**src/rtl/systolic_output_deskew.sv**
```systemverilog
// rtl/systolic_output_deskew.sv - realigns the diagonal result wavefront of a systolic array into whole rows
//
// Purpose:
//   The PE array produces results skewed in time: column lane i becomes valid
//   i cycles after lane 0. Each lane i is delayed by N-i enabled cycles, so all
//   lanes of one result row leave together as one aligned word. A valid pipeline
//   tracks which cycles carry a complete row. A row counter marks the last row
//   of each tile for the writeback stage.
//
// Ports:
//   CLK        in   clock, rising edge
//   ASYNC_RST  in   asynchronous active-low reset
//   SYNC_RST   in   synchronous clear, active-high, only acts when EN=1
//   EN         in   global advance; 0 freezes every register
//   In_Valid   in   lane 0 of a new wavefront row is present this cycle
//   In         in   skewed lane data, lane i = In[i*DATA_WIDTH +: DATA_WIDTH]
//   Out        out  aligned row, same lane packing as In
//   Out_Valid  out  Out holds a complete aligned row
//   Out_Last   out  Out_Valid for the final row of a tile
//   Busy       out  at least one row is in flight
module systolic_output_deskew #(
  parameter int N          = 4,
  parameter int DATA_WIDTH = 32,
  parameter int ROWS       = 4
) (
  input  logic                  CLK,
  input  logic                  ASYNC_RST,
  input  logic                  SYNC_RST,
  input  logic                  EN,
  input  logic                  In_Valid,
  input  logic [N*DATA_WIDTH-1:0] In,
  output logic [N*DATA_WIDTH-1:0] Out,
  output logic                  Out_Valid,
  output logic                  Out_Last,
  output logic                  Busy
);

  // A single-row tile still needs a one-bit counter so the width stays legal.
  localparam int CW = (ROWS > 1) ? $clog2(ROWS) : 1;
  localparam logic [CW-1:0] LAST_ROW = CW'(ROWS - 1);

  logic [N-1:0]  valid_pipe;
  logic [CW-1:0] row_cnt;

  // Lane i waits N-i cycles. Lane 0 arrives first and waits longest.
  // Lane N-1 arrives last and waits one register. Every path from In to Out
  // therefore crosses at least one flop.
  genvar gi;
  generate
    for (gi = 0; gi < N; gi++) begin : g_lane
      localparam int DEPTH = N - gi;
      logic [DATA_WIDTH-1:0] dly [DEPTH];

      always_ff @(posedge CLK or negedge ASYNC_RST) begin
        if (!ASYNC_RST) begin
          for (int s = 0; s < DEPTH; s++) dly[s] <= '0;
        end else if (EN) begin
          if (SYNC_RST) begin
            for (int s = 0; s < DEPTH; s++) dly[s] <= '0;
          end else begin
            // Lanes other than 0 are sampled every enabled cycle. Their timing
            // is implied by lane 0's In_Valid.
            dly[0] <= In[gi*DATA_WIDTH +: DATA_WIDTH];
            for (int s = 1; s < DEPTH; s++) dly[s] <= dly[s-1];
          end
        end
      end

      assign Out[gi*DATA_WIDTH +: DATA_WIDTH] = dly[DEPTH-1];
    end
  endgenerate

  // The valid pipeline has the same depth as lane 0. Its tail lines up with
  // the moment the last lane of the same row reaches the output.
  always_ff @(posedge CLK or negedge ASYNC_RST) begin
    if (!ASYNC_RST) begin
      valid_pipe <= '0;
    end else if (EN) begin
      if (SYNC_RST) begin
        valid_pipe <= '0;
      end else begin
        valid_pipe[0] <= In_Valid;
        for (int s = 1; s < N; s++) valid_pipe[s] <= valid_pipe[s-1];
      end
    end
  end

  // Counts rows as they leave. The counter value shown with a row is that
  // row's index within its tile.
  always_ff @(posedge CLK or negedge ASYNC_RST) begin
    if (!ASYNC_RST) begin
      row_cnt <= '0;
    end else if (EN) begin
      if (SYNC_RST) begin
        row_cnt <= '0;
      end else if (Out_Valid) begin
        row_cnt <= (row_cnt == LAST_ROW) ? '0 : row_cnt + 1'b1;
      end
    end
  end

  assign Out_Valid = valid_pipe[N-1];
  assign Out_Last  = Out_Valid && (row_cnt == LAST_ROW);
  assign Busy      = |valid_pipe;

endmodule

```
**config.mk**
```make
export PLATFORM = sky130hd
export DESIGN_NAME = systolic_output_deskew
export DESIGN_NICKNAME = d
export VERILOG_FILES = /design/src/rtl/systolic_output_deskew.sv
export SDC_FILE = /design/constraint.sdc
export NUM_CORES = 1
export LEC_CHECK = 0
export ABC_AREA = 1
export CORE_UTILIZATION = 46
export CTS_CLUSTER_DIAMETER = 80
export DETAILED_ROUTE_END_ITERATION = 7
export PLACE_DENSITY = 0.71
export REMOVE_ABC_BUFFERS = 1
export SYNTH_ARGS = -nofsm -noshare
export SYNTH_HDL_FRONTEND = slang
export SYNTH_SLANG_ARGS = --single-unit
```
**constraint.sdc**
```tcl
create_clock -name CLK -period 0.95 [get_ports CLK]
set_input_delay 0.1425 -clock CLK [delete_from_list [all_inputs] [get_ports CLK]]
set_output_delay 0.1425 -clock CLK [all_outputs]
set_load 0.03 [all_outputs]
```
==> results.sh <==
export IMPL_clock_sinks=326
export IMPL_cts_buffers=35
export IMPL_max_cap_violations=0
export IMPL_grt_first_pass_wirelength_um=48160
export IMPL_ys_seq_elements=326
export IMPL_violations="negative setup slack"
export IMPL_cts_clk_slew_worst_paths_ns=0.06
export IMPL_fin_hold_ws_ns=0.1424
export IMPL_startpoint_type="flop"
export IMPL_ys_types=20
export IMPL_synth_seq_area_share=0.6259
export IMPL_htreeDepth=2
export IMPL_layout_setup_ws_ns=-0.5048
export IMPL_pwr_share_seq=0.469
export IMPL_rows=61
export IMPL_setup_viol=133
export IMPL_slew_viol_final=0
export IMPL_nets=1691
export IMPL_grt_total_usage=0.2092
export IMPL_fin_cells=1956
export IMPL_io_buffers=263
export IMPL_p_int_mw=24.39
export IMPL_dieArea_mm2=0.02901
export IMPL_wl_um=30500
export IMPL_hold_viol=0
export IMPL_max_clock_freq_mhz=687.4
export IMPL_die_h_um=170.3
export IMPL_routabilityCongestion=0.7799
export IMPL_finalClockSkew_ns=0.006778
export IMPL_io_pins=264
export IMPL_grt_pass1_vias=9578
export IMPL_leakagePower_nw=8.478
export IMPL_clock_latency_ns=0.49
export IMPL_cts_tree="yes"
export IMPL_power_total_mw=32.39
export IMPL_hold_path_class="input port to asynchronous set/reset pin"
export IMPL_vias=9417
export IMPL_dpl_hpwl_um=19390
export IMPL_ir_drop_uv=1181
export IMPL_cts_max_path_buffers=3
export IMPL_cts_root_buf="clkbuf_16"
export IMPL_p_clk_frac=0.390
export IMPL_rsz0062_at_grt="true"
export IMPL_antenna_left=0
export IMPL_grt_max_degree=57
export IMPL_crit_fanout=2
export IMPL_layout_drive_gt1_share=0.2414
export IMPL_cp_arrival_ns=1.31
export IMPL_drtPass1Iterations=7
export IMPL_p_sw_mw=8.001
export IMPL_antenna_found_initial=0
export IMPL_status="finished with violations"
export IMPL_gr_total_overflow=0
export IMPL_wl_per_cell_um=15.59
export IMPL_antenna_cells=0
export IMPL_drc=0
export IMPL_syn_area_mm2=0.01303
export IMPL_reg2regPathDepth=5
export IMPL_drtIter0Drc=455
export IMPL_slew_headroom=0.7960
export IMPL_critical_path_class="flop to output port"
export IMPL_yosysWarnings=0
export IMPL_cp_required_ns=0.81
export IMPL_dieWidth_um=170.3
export IMPL_switching_share=0.2470
export IMPL_start_util=0.4679
export IMPL_synth_avg_cell_area_um2=10.14
export IMPL_coreArea_mm2=0.02786
export IMPL_worstMarginPinSlew_ns=0.3061
export IMPL_synth_cells=1286
export IMPL_powerDensity_mw_per_mm2=1827
export IMPL_endpoint_kind="output port"
export IMPL_min_period_over_period=1.531
export IMPL_finalCriticalPeriod_ns=1.455
export IMPL_syn2layout_area_growth_pct=36.04
export IMPL_dp_cells=1822
export IMPL_comb_power_share=0.141
export IMPL_viasPerCell=4.814
==> power by group through the flow <==
stage          combinational (mW)  sequential, mW  clock [mW]
2_1_floorplan                1.17            15.9           0
3_3_place_gp                 3.98            15.3           0
3_5_place_dp                 4.06            15.4           0
4_1_cts                      4.49            15.2        12.9
5_1_grt                      4.97            15.3        13.5
6_report                     4.58            15.2        12.6
==> cells in the final DEF (no fill, tap or decap), types with 2 or more instances in the layout <==
cell,synthesis,layout
buf_12,0,32
buf_16,0,2
buf_4,107,104
buf_6,17,127
bufbuf_16,0,2
clkbuf_1,22,12
clkbuf_16,0,37
clkbuf_8,0,5
clkdlybuf4s50_1,0,129
clkinv_2,0,4
dfrtp_1,326,325
dlygate4sd3_1,0,2
inv_1,198,192
inv_2,1,6
nand2_1,294,293
nand4_1,2,2
o21ai_0,118,116
o21ai_1,25,26
o21ai_2,51,52
o22ai_1,97,97
o22ai_2,2,2
==> cells by family after synthesis <==
family                   share of synthesized area
adder cells (fa/ha/maj)                  0.0009598
buffers and inverters                       0.1478
flip-flops                                  0.6259
AO/OA/AOI/OAI                               0.1377
AND/OR/NAND/NOR                            0.08764
==> timing repair <==
action | CTS | global route
pin swaps | 4 | 2
buffers inserted | 40 | 31
gates resized for setup | 137 | 4
hold endpoints to repair | 329 | 0
endpoints found under the setup margin | 215 | 133
hold buffers | 2 | 0
gates cloned | 3 | 0
==> registers in the layout, indices dropped and copies added (netlist names) <==
signal	count
valid_pipe	4
g_lane.dly	224
row_cnt	2
Out	96
==> final timing paths <==
path / startpoint / to / slack [ns]
setup / recovery: row_cnt[1] / Out_Last / -0.50
hold / removal: ASYNC_RST / Out[22] / 0.14
setup reg to reg: valid_pipe[3] / row_cnt[0] / -0.03
hold reg to reg: Out[31] / Out[31] / 0.50
max in group asynchronous: ASYNC_RST / g_lane[3].dly[29] / 0.22
min in group CLK: EN / Out[19] / 0.15
==> Yosys cell counts <==
cell / number / share of area
nand3_1: 1 / 0.00038
nand2_4: 1 / 0.00086
o21ai_0: 118 / 0.045
nand4_1: 2 / 0.00096
buf_1: 2 / 0.00058
dfrtp_1: 326 / 0.63
inv_2: 1 / 0.00029
nor2_2: 1 / 0.00048
o22ai_1: 97 / 0.047
nand2_1: 294 / 0.085
buf_2: 19 / 0.0073
nor2_1: 1 / 0.00029
inv_1: 198 / 0.057
o21ai_2: 51 / 0.034
ha_1: 1 / 0.00096
buf_4: 107 / 0.062
buf_6: 17 / 0.015
o21ai_1: 25 / 0.0096
o22ai_2: 2 / 0.0019
clkbuf_1: 22 / 0.0063
==> critical path, stage by stage, from the launching register on <==
cell and delay [ns]:
dfrtp_1 0.40, ha_2 0.20, nand2_2 0.06, inv_2 0.03, buf_6 0.12
==> metrics by stage <==
stage | cell area [um2] | utilization | setup WS [ns] | setup TNS [ns]
finish | 17730 | 0.6365 | -0.5048 | -30.08
global route | 17730 | 0.6365 | -0.5548 | -35.03
CTS | 17490 | 0.6279 | -0.5035 | -33.32
detailed placement | 15540 | 0.5580 | -0.6038 | -159.63
global placement | 15540 | 0.5580 | -0.5494 | -154.93
floorplan | 11850 | - | -2.623 | -461.82
==> metal layers <==
layer  vias up  part of all wire  GRT usage
li1       4514                 -          -
met1      4605              0.44     0.2704
met2       251              0.49     0.3582
met3        47             0.059    0.04465
met4         0             0.018    0.05131
met5         -                 0          0
==> layout make-up <==
class | count | area, um2
Sequential cell | 326 | 8159
Tap cell | 378 | 473.0
Clock buffer | 54 | 1040
Timing Repair Buffer | 400 | 4307
Inverter | 199 | 749.5
Clock inverter | 4 | 20.02
Multi-Input combinational cell | 595 | 2983
Fill cell | 2187 | 10130
(Power assumes the default switching activity.)
